## config.mk

```make
export PLATFORM = sky130hd
export DESIGN_NAME = div_iter
export DESIGN_NICKNAME = d
export VERILOG_FILES = /design/src/rtl/div_iter.sv
export SDC_FILE = /design/constraint.sdc
export NUM_CORES = 1
export LEC_CHECK = 0
export BUFFER_PORTS_ARGS = -buffer_cell sky130_fd_sc_hd__buf_2
export CORE_AREA = 8 8 197 152
export CTS_CLUSTER_DIAMETER = 150
export DETAILED_ROUTE_END_ITERATION = 12
export DIE_AREA = 0 0 205 160
export GPL_ROUTABILITY_DRIVEN = 0
export PLACE_DENSITY_LB_ADDON = 0.15
export SYNTH_ARGS = -nofsm -noshare
export SYNTH_HDL_FRONTEND = slang
export SYNTH_SLANG_ARGS = --single-unit
export TNS_END_PERCENT = 50
```

## constraint.sdc

```tcl
create_clock -name clk -period 6.33 [get_ports clk]
set_clock_uncertainty 0.1 [all_clocks]
set_input_delay 0.633 -clock clk [delete_from_list [all_inputs] [get_ports clk]]
set_output_delay 0.633 -clock clk [all_outputs]
set_load 0.02 [all_outputs]
```

## src/rtl/div_iter.sv

```systemverilog
// Iterative restoring divider: one quotient bit per clock, result = {remainder, quotient}.
// Signed (two's-complement) division is compiled in only when DIV_SIGNED_EN is defined.
module div_iter #(
  parameter int WIDTH = 32
) (
  input  logic               clk,
  input  logic               rst,
  input  logic               start_i,
  input  logic               signed_i,
  input  logic [WIDTH-1:0]   opdata1_i,
  input  logic [WIDTH-1:0]   opdata2_i,
  input  logic               annul_i,
  output logic [2*WIDTH-1:0] result_o,
  output logic               ready_o,
  output logic               busy_o,
  output logic [1:0]         dbg_state
);

  // Handshake: start_i is sampled only in S_IDLE and must be held until ready_o is seen;
  // ready_o stays high with a stable result_o until start_i is sampled low.
  typedef enum logic [1:0] {
    S_IDLE   = 2'd0,
    S_BYZERO = 2'd1,
    S_ON     = 2'd2,
    S_END    = 2'd3
  } state_t;

  localparam int CW = $clog2(WIDTH) + 1;
  localparam logic [CW-1:0] LAST_STEP = CW'(WIDTH - 1);

  state_t           state;
  state_t           state_next;
  logic [CW-1:0]    cnt;
  logic [WIDTH-1:0] rem;
  logic [WIDTH-1:0] quo;
  logic [WIDTH-1:0] dvs;
  logic [WIDTH:0]   trial;
  logic [WIDTH-1:0] mag1;
  logic [WIDTH-1:0] mag2;
  logic [WIDTH-1:0] quo_fix;
  logic [WIDTH-1:0] rem_fix;
  logic             accept;

  assign accept    = (state == S_IDLE) && start_i && !annul_i;
  assign busy_o    = (state == S_BYZERO) || (state == S_ON);
  assign dbg_state = state;

`ifdef DIV_SIGNED_EN
  logic sign1;
  logic sign2;
  logic neg_q;
  logic neg_r;

  assign sign1   = signed_i & opdata1_i[WIDTH-1];
  assign sign2   = signed_i & opdata2_i[WIDTH-1];
  assign mag1    = sign1 ? (-opdata1_i) : opdata1_i;
  assign mag2    = sign2 ? (-opdata2_i) : opdata2_i;
  // Quotient negated on sign mismatch; remainder follows the dividend's sign.
  assign quo_fix = neg_q ? (-quo) : quo;
  assign rem_fix = neg_r ? (-rem) : rem;

  always_ff @(posedge clk or posedge rst) begin
    if (rst) begin
      neg_q <= 1'b0;
      neg_r <= 1'b0;
    end else if (accept) begin
      neg_q <= sign1 ^ sign2;
      neg_r <= sign1;
    end
  end
`else
  logic unused_signed;

  assign unused_signed = signed_i;
  assign mag1          = opdata1_i;
  assign mag2          = opdata2_i;
  assign quo_fix       = quo;
  assign rem_fix       = rem;
`endif

  // Trial subtraction of the divisor from the shifted partial remainder.
  assign trial = {rem, quo[WIDTH-1]} - {1'b0, dvs};

  always_ff @(posedge clk or posedge rst) begin
    if (rst) begin
      state <= S_IDLE;
    end else begin
      state <= state_next;
    end
  end

  always_comb begin
    state_next = state;
    case (state)
      S_IDLE: begin
        if (accept) begin
          state_next = (opdata2_i == '0) ? S_BYZERO : S_ON;
        end
      end
      S_BYZERO: begin
        state_next = annul_i ? S_IDLE : S_END;
      end
      S_ON: begin
        if (annul_i) begin
          state_next = S_IDLE;
        end else if (cnt == LAST_STEP) begin
          state_next = S_END;
        end
      end
      S_END: begin
        if (ready_o && !start_i) begin
          state_next = S_IDLE;
        end
      end
      default: state_next = S_IDLE;
    endcase
  end

  always_ff @(posedge clk or posedge rst) begin
    if (rst) begin
      cnt      <= '0;
      rem      <= '0;
      quo      <= '0;
      dvs      <= '0;
      result_o <= '0;
      ready_o  <= 1'b0;
    end else begin
      case (state)
        S_IDLE: begin
          if (accept) begin
            cnt <= '0;
            rem <= '0;
            quo <= mag1;
            dvs <= mag2;
          end
        end
        S_BYZERO: begin
          rem <= '0;
          quo <= '0;
        end
        S_ON: begin
          if (!annul_i) begin
            cnt <= cnt + 1'b1;
            if (!trial[WIDTH]) begin
              rem <= trial[WIDTH-1:0];
              quo <= {quo[WIDTH-2:0], 1'b1};
            end else begin
              rem <= {rem[WIDTH-2:0], quo[WIDTH-1]};
              quo <= {quo[WIDTH-2:0], 1'b0};
            end
          end
        end
        S_END: begin
          // First END cycle publishes the result; it is cleared on the way back to idle.
          if (!ready_o) begin
            ready_o  <= 1'b1;
            result_o <= {rem_fix, quo_fix};
          end else if (!start_i) begin
            ready_o  <= 1'b0;
            result_o <= '0;
          end
        end
        default: begin
          ready_o  <= 1'b0;
          result_o <= '0;
        end
      endcase
    end
  end

endmodule

```

==> results by group <==
Finish
  – Synth-to-layout area growth: 17.4%
  – ANT cells: 0
  – Finished Core Util: 0.394
  – Final Non-Filler Cells: 1361
  – Layout cells sized above 1: 0.226
  – Fin nets: 1104

Detailed routing
  – Total number of vias: 7245
  – TritonRoute pass-1 iters: 5
  – Post-DR wirelength/cell: 19.3 µm
  – Via-per-instance ratio: 5.32
  – DRC viols: 0
  – Post-route ant nets: 0
  – Iteration-0 DRC Markers: 443
  – Final wirelength: 26.3 mm

Clocking
  – Clk_lat worst skew: 0.43 ns
  – H-tree Lvls: 4
  – CTS buffer count: 17
  – Post-cts gate resize count: 0
  – Cts hold-fix bufs: 0
  – Setup Buffers After CTS: 0
  – CTS Root Cell: clkbuf_16
  – CTS sink cnt: 169
  – CTS tree: yes
  – CTS clk-pin slew, worst paths: 0.08 ns
  – Worst-case clock buffer depth: 2

Global route
  – M1 GR Usage: 0.262
  – Pin count of the biggest net entering global routing: 103
  – Total GRT Usage: 0.159
  – GR Util met2: 0.199
  – Vias in the first global route: 6947
  – Met3 usage: 0.0366
  – GRT overflow: 0
  – GRT busiest layer: met1
  – First-pass GRT wire length: 41.6 mm
  – Initial antenna violation count: 1

Synthesis
  – Distinct cells, synth: 65
  – Most frequent cells after synthesis: dfrtp_1 (169), nand2_1 (91), a22o_1 (64)
  – Post-synth top area share: 0.472
  – Synth Area in XOR/XNOR: 0.0303
  – Simple-gate share of the synthesized area: 0.135
  – Yosys warns: 0
  – Cell with the most instances after synthesis: dfrtp_1
  – Number of synthesized flops with an enable pin: 0
  – Synth area leaders: dfrtp_1 (47%), a22o_1 (6.3%), ha_1 (5.2%), mux2_2 (4.1%), nand2_1 (3.8%)
  – Synth async-reset ratio: 1.00
  – Largest family of logic cells by synthesized area: compound AO/OA/AOI/OAI gates
  – Cells after Synth: 891
  – Top FF cell, synth: dfrtp_1
  – Mapped Area: 8960 µm²
  – Flops & latches, synth: 169
  – Post-synthesis sequential area ratio: 0.472
  – Yosys top cell by area: dfrtp_1
  – Multiplexer share of the synthesized area: 0.0458
  – Post-Synth Adder-Cell Area: 0.0539
  – Compound-cell area share of the yosys netlist: 0.219
  – Mapped Nets: 998
  – Avg Cell Area, Syn: 10.1 µm²

Setup path
  – Worst Path Class, Setup: register to register
  – CP Max Fanout: 16
  – CP arrival: 4.02 ns
  – Crit path launch type: register
  – Critical Path Slowest Stage Cell: nor2_2
  – Worst EP required: 6.50 ns
  – Most used cell, CP: inv_1
  – Crit-path cells: inv_1 -> ha_1 -> inv_1 -> fa_1 -> a211oi_1 -> o211ai_1 -> nand2_1 -> o211a_2 -> a21oi_4 -> mux2_4 -> nor2_2 -> o311ai_1
  – Worst setup EP type: register
  – Buf/Inv on CP: 2
  – CP top delay family: compound AO/OA/AOI/OAI gates
  – Worst path max stage delay: 0.74 ns

Placed design
  – DPL Wire Length: 18.4 mm
  – Place WS: 2.51 ns
  – Port Buffers: 135
  – Placed cells: 1329

Power
  – Sw frac: 0.427
  – Sequential share of power: 0.347
  – Clk pwr share: 0.230
  – Sw Pwr: 0.00193 W
  – Combinational fraction of design power: 0.423
  – Static leakage: 5.04 nW
  – Peak VDD IR: 0.191 mV
  – P_int: 0.00258 W
  – Total design power: 0.00451 W
  – PwrDens: 429 nW/µm²

Timing
  – Setup TNS: 0 ns
  – Max Fclk: 259 MHz
  – RSZ-0062 raised after global routing: no
  – Final period util: 0.609
  – Crit path time final: 3.85 ns
  – Setup violators final: 0
  – Worst Max-Slew Pin Slew: 1.09 ns
  – Hold Vio Cnt, Final: 0
  – Final Max Slew Viols: 0
  – Worst rel slew slack: 0.273
  – Final WS setup: 2.48 ns

Floorplan
  – # IOs: 137
  – Full die area: 32800 µm²
  – Width of the chip: 205 µm
  – Initial core utilization: 0.336
  – Core Area: 26700 µm²
  – Die H: 160 µm
  – Row count: 52

Outcome
  – Outcome: complete, no violations

Job
  – Number of max-cap violations: 0

Hold path
  – Hold WC Path Type: input port to async pin
==> final timing paths <==
kind,to,cells after the start,slack (ns),startpoint
max reg2reg,rem[7],12,2.48,quo[31]
max in group asynchronous,cnt[3],3,4.34,rst
min,result_o[33],2,0.32,rst
min reg2reg,result_o[53],1,0.40,result_o[53]
min in group clk,dvs[4],2,0.35,opdata2_i[4]
max,rem[7],12,2.48,quo[31]
==> state kept, by name (all words and copies together) (netlist names) <==
signal,flops
quo,32
result_o,64
dbg_state,2
ready_o,1
dvs,32
cnt,6
rem,32
==> metal layers <==
layer	routed length [µm]	part of all wire	vias up
li1	-	-	3519
met3	1560	0.059	12
met2	10100	0.38	192
met5	12	0.00046	-
met1	14400	0.55	3520
met4	189	0.0072	2
==> power by group through the flow <==
stage	combinational, W	sequential [W]	clock, W
global route	0.00213	0.00161	0.00111
floorplan	0.00131	0.00164	0
finish	0.00191	0.00157	0.00104
CTS	0.00193	0.00157	0.00107
global placement	0.00191	0.00158	0
detailed placement	0.00192	0.00159	0
==> through the flow <==
| step | area, µm² | hold WS (ns) |
|---|---|---|
| after floorplan | 8960 | 0.371 |
| after detailed placement | 9940 | 0.377 |
| after global placement | 9940 | 0.378 |
| after CTS | 10500 | 0.324 |
| final | 10500 | 0.315 |
| after global routing | 10500 | 0.334 |
==> cell usage in the layout, fill, tap and decap left out, drive strengths merged, types with 6 or more instances in the layout <==
cell and instances:
nor3 14, o31ai 12, clkbuf 17, nand4 28
nor2b 38, nand2b 6, a31oi 35, ha 37
nor4 8, o311ai 12, dfrtp 169, mux2 34
inv 47, a22o 64, o21ai 54, xor2 13
nand3 10, o211ai 14, a21oi 40, nand2 91
xnor2 18, nor2 25, a21o 13, buf 145
==> cells by family (layout without fill, tap and decap cells) <==
kind of cell | after synthesis | after routing
AO/OA/AOI/OAI | 279 | 279
XOR/XNOR | 31 | 31
adder cells (fa/ha/maj) | 38 | 38
buffers and inverters | 98 | 217
flip-flops | 169 | 169
multiplexers | 36 | 36
AND/OR/NAND/NOR | 240 | 240
==> layout make-up <==
type,count,area (µm²)
Inverter,40,155
Sequential cell,169,4230
Timing Repair Buffer,145,751
Clock inverter,15,154
Multi-Input combinational cell,624,4370
Clock buffer,17,425
Fill cell,2662,16200
Tap cell,351,439
(Power assumes the default switching activity.)
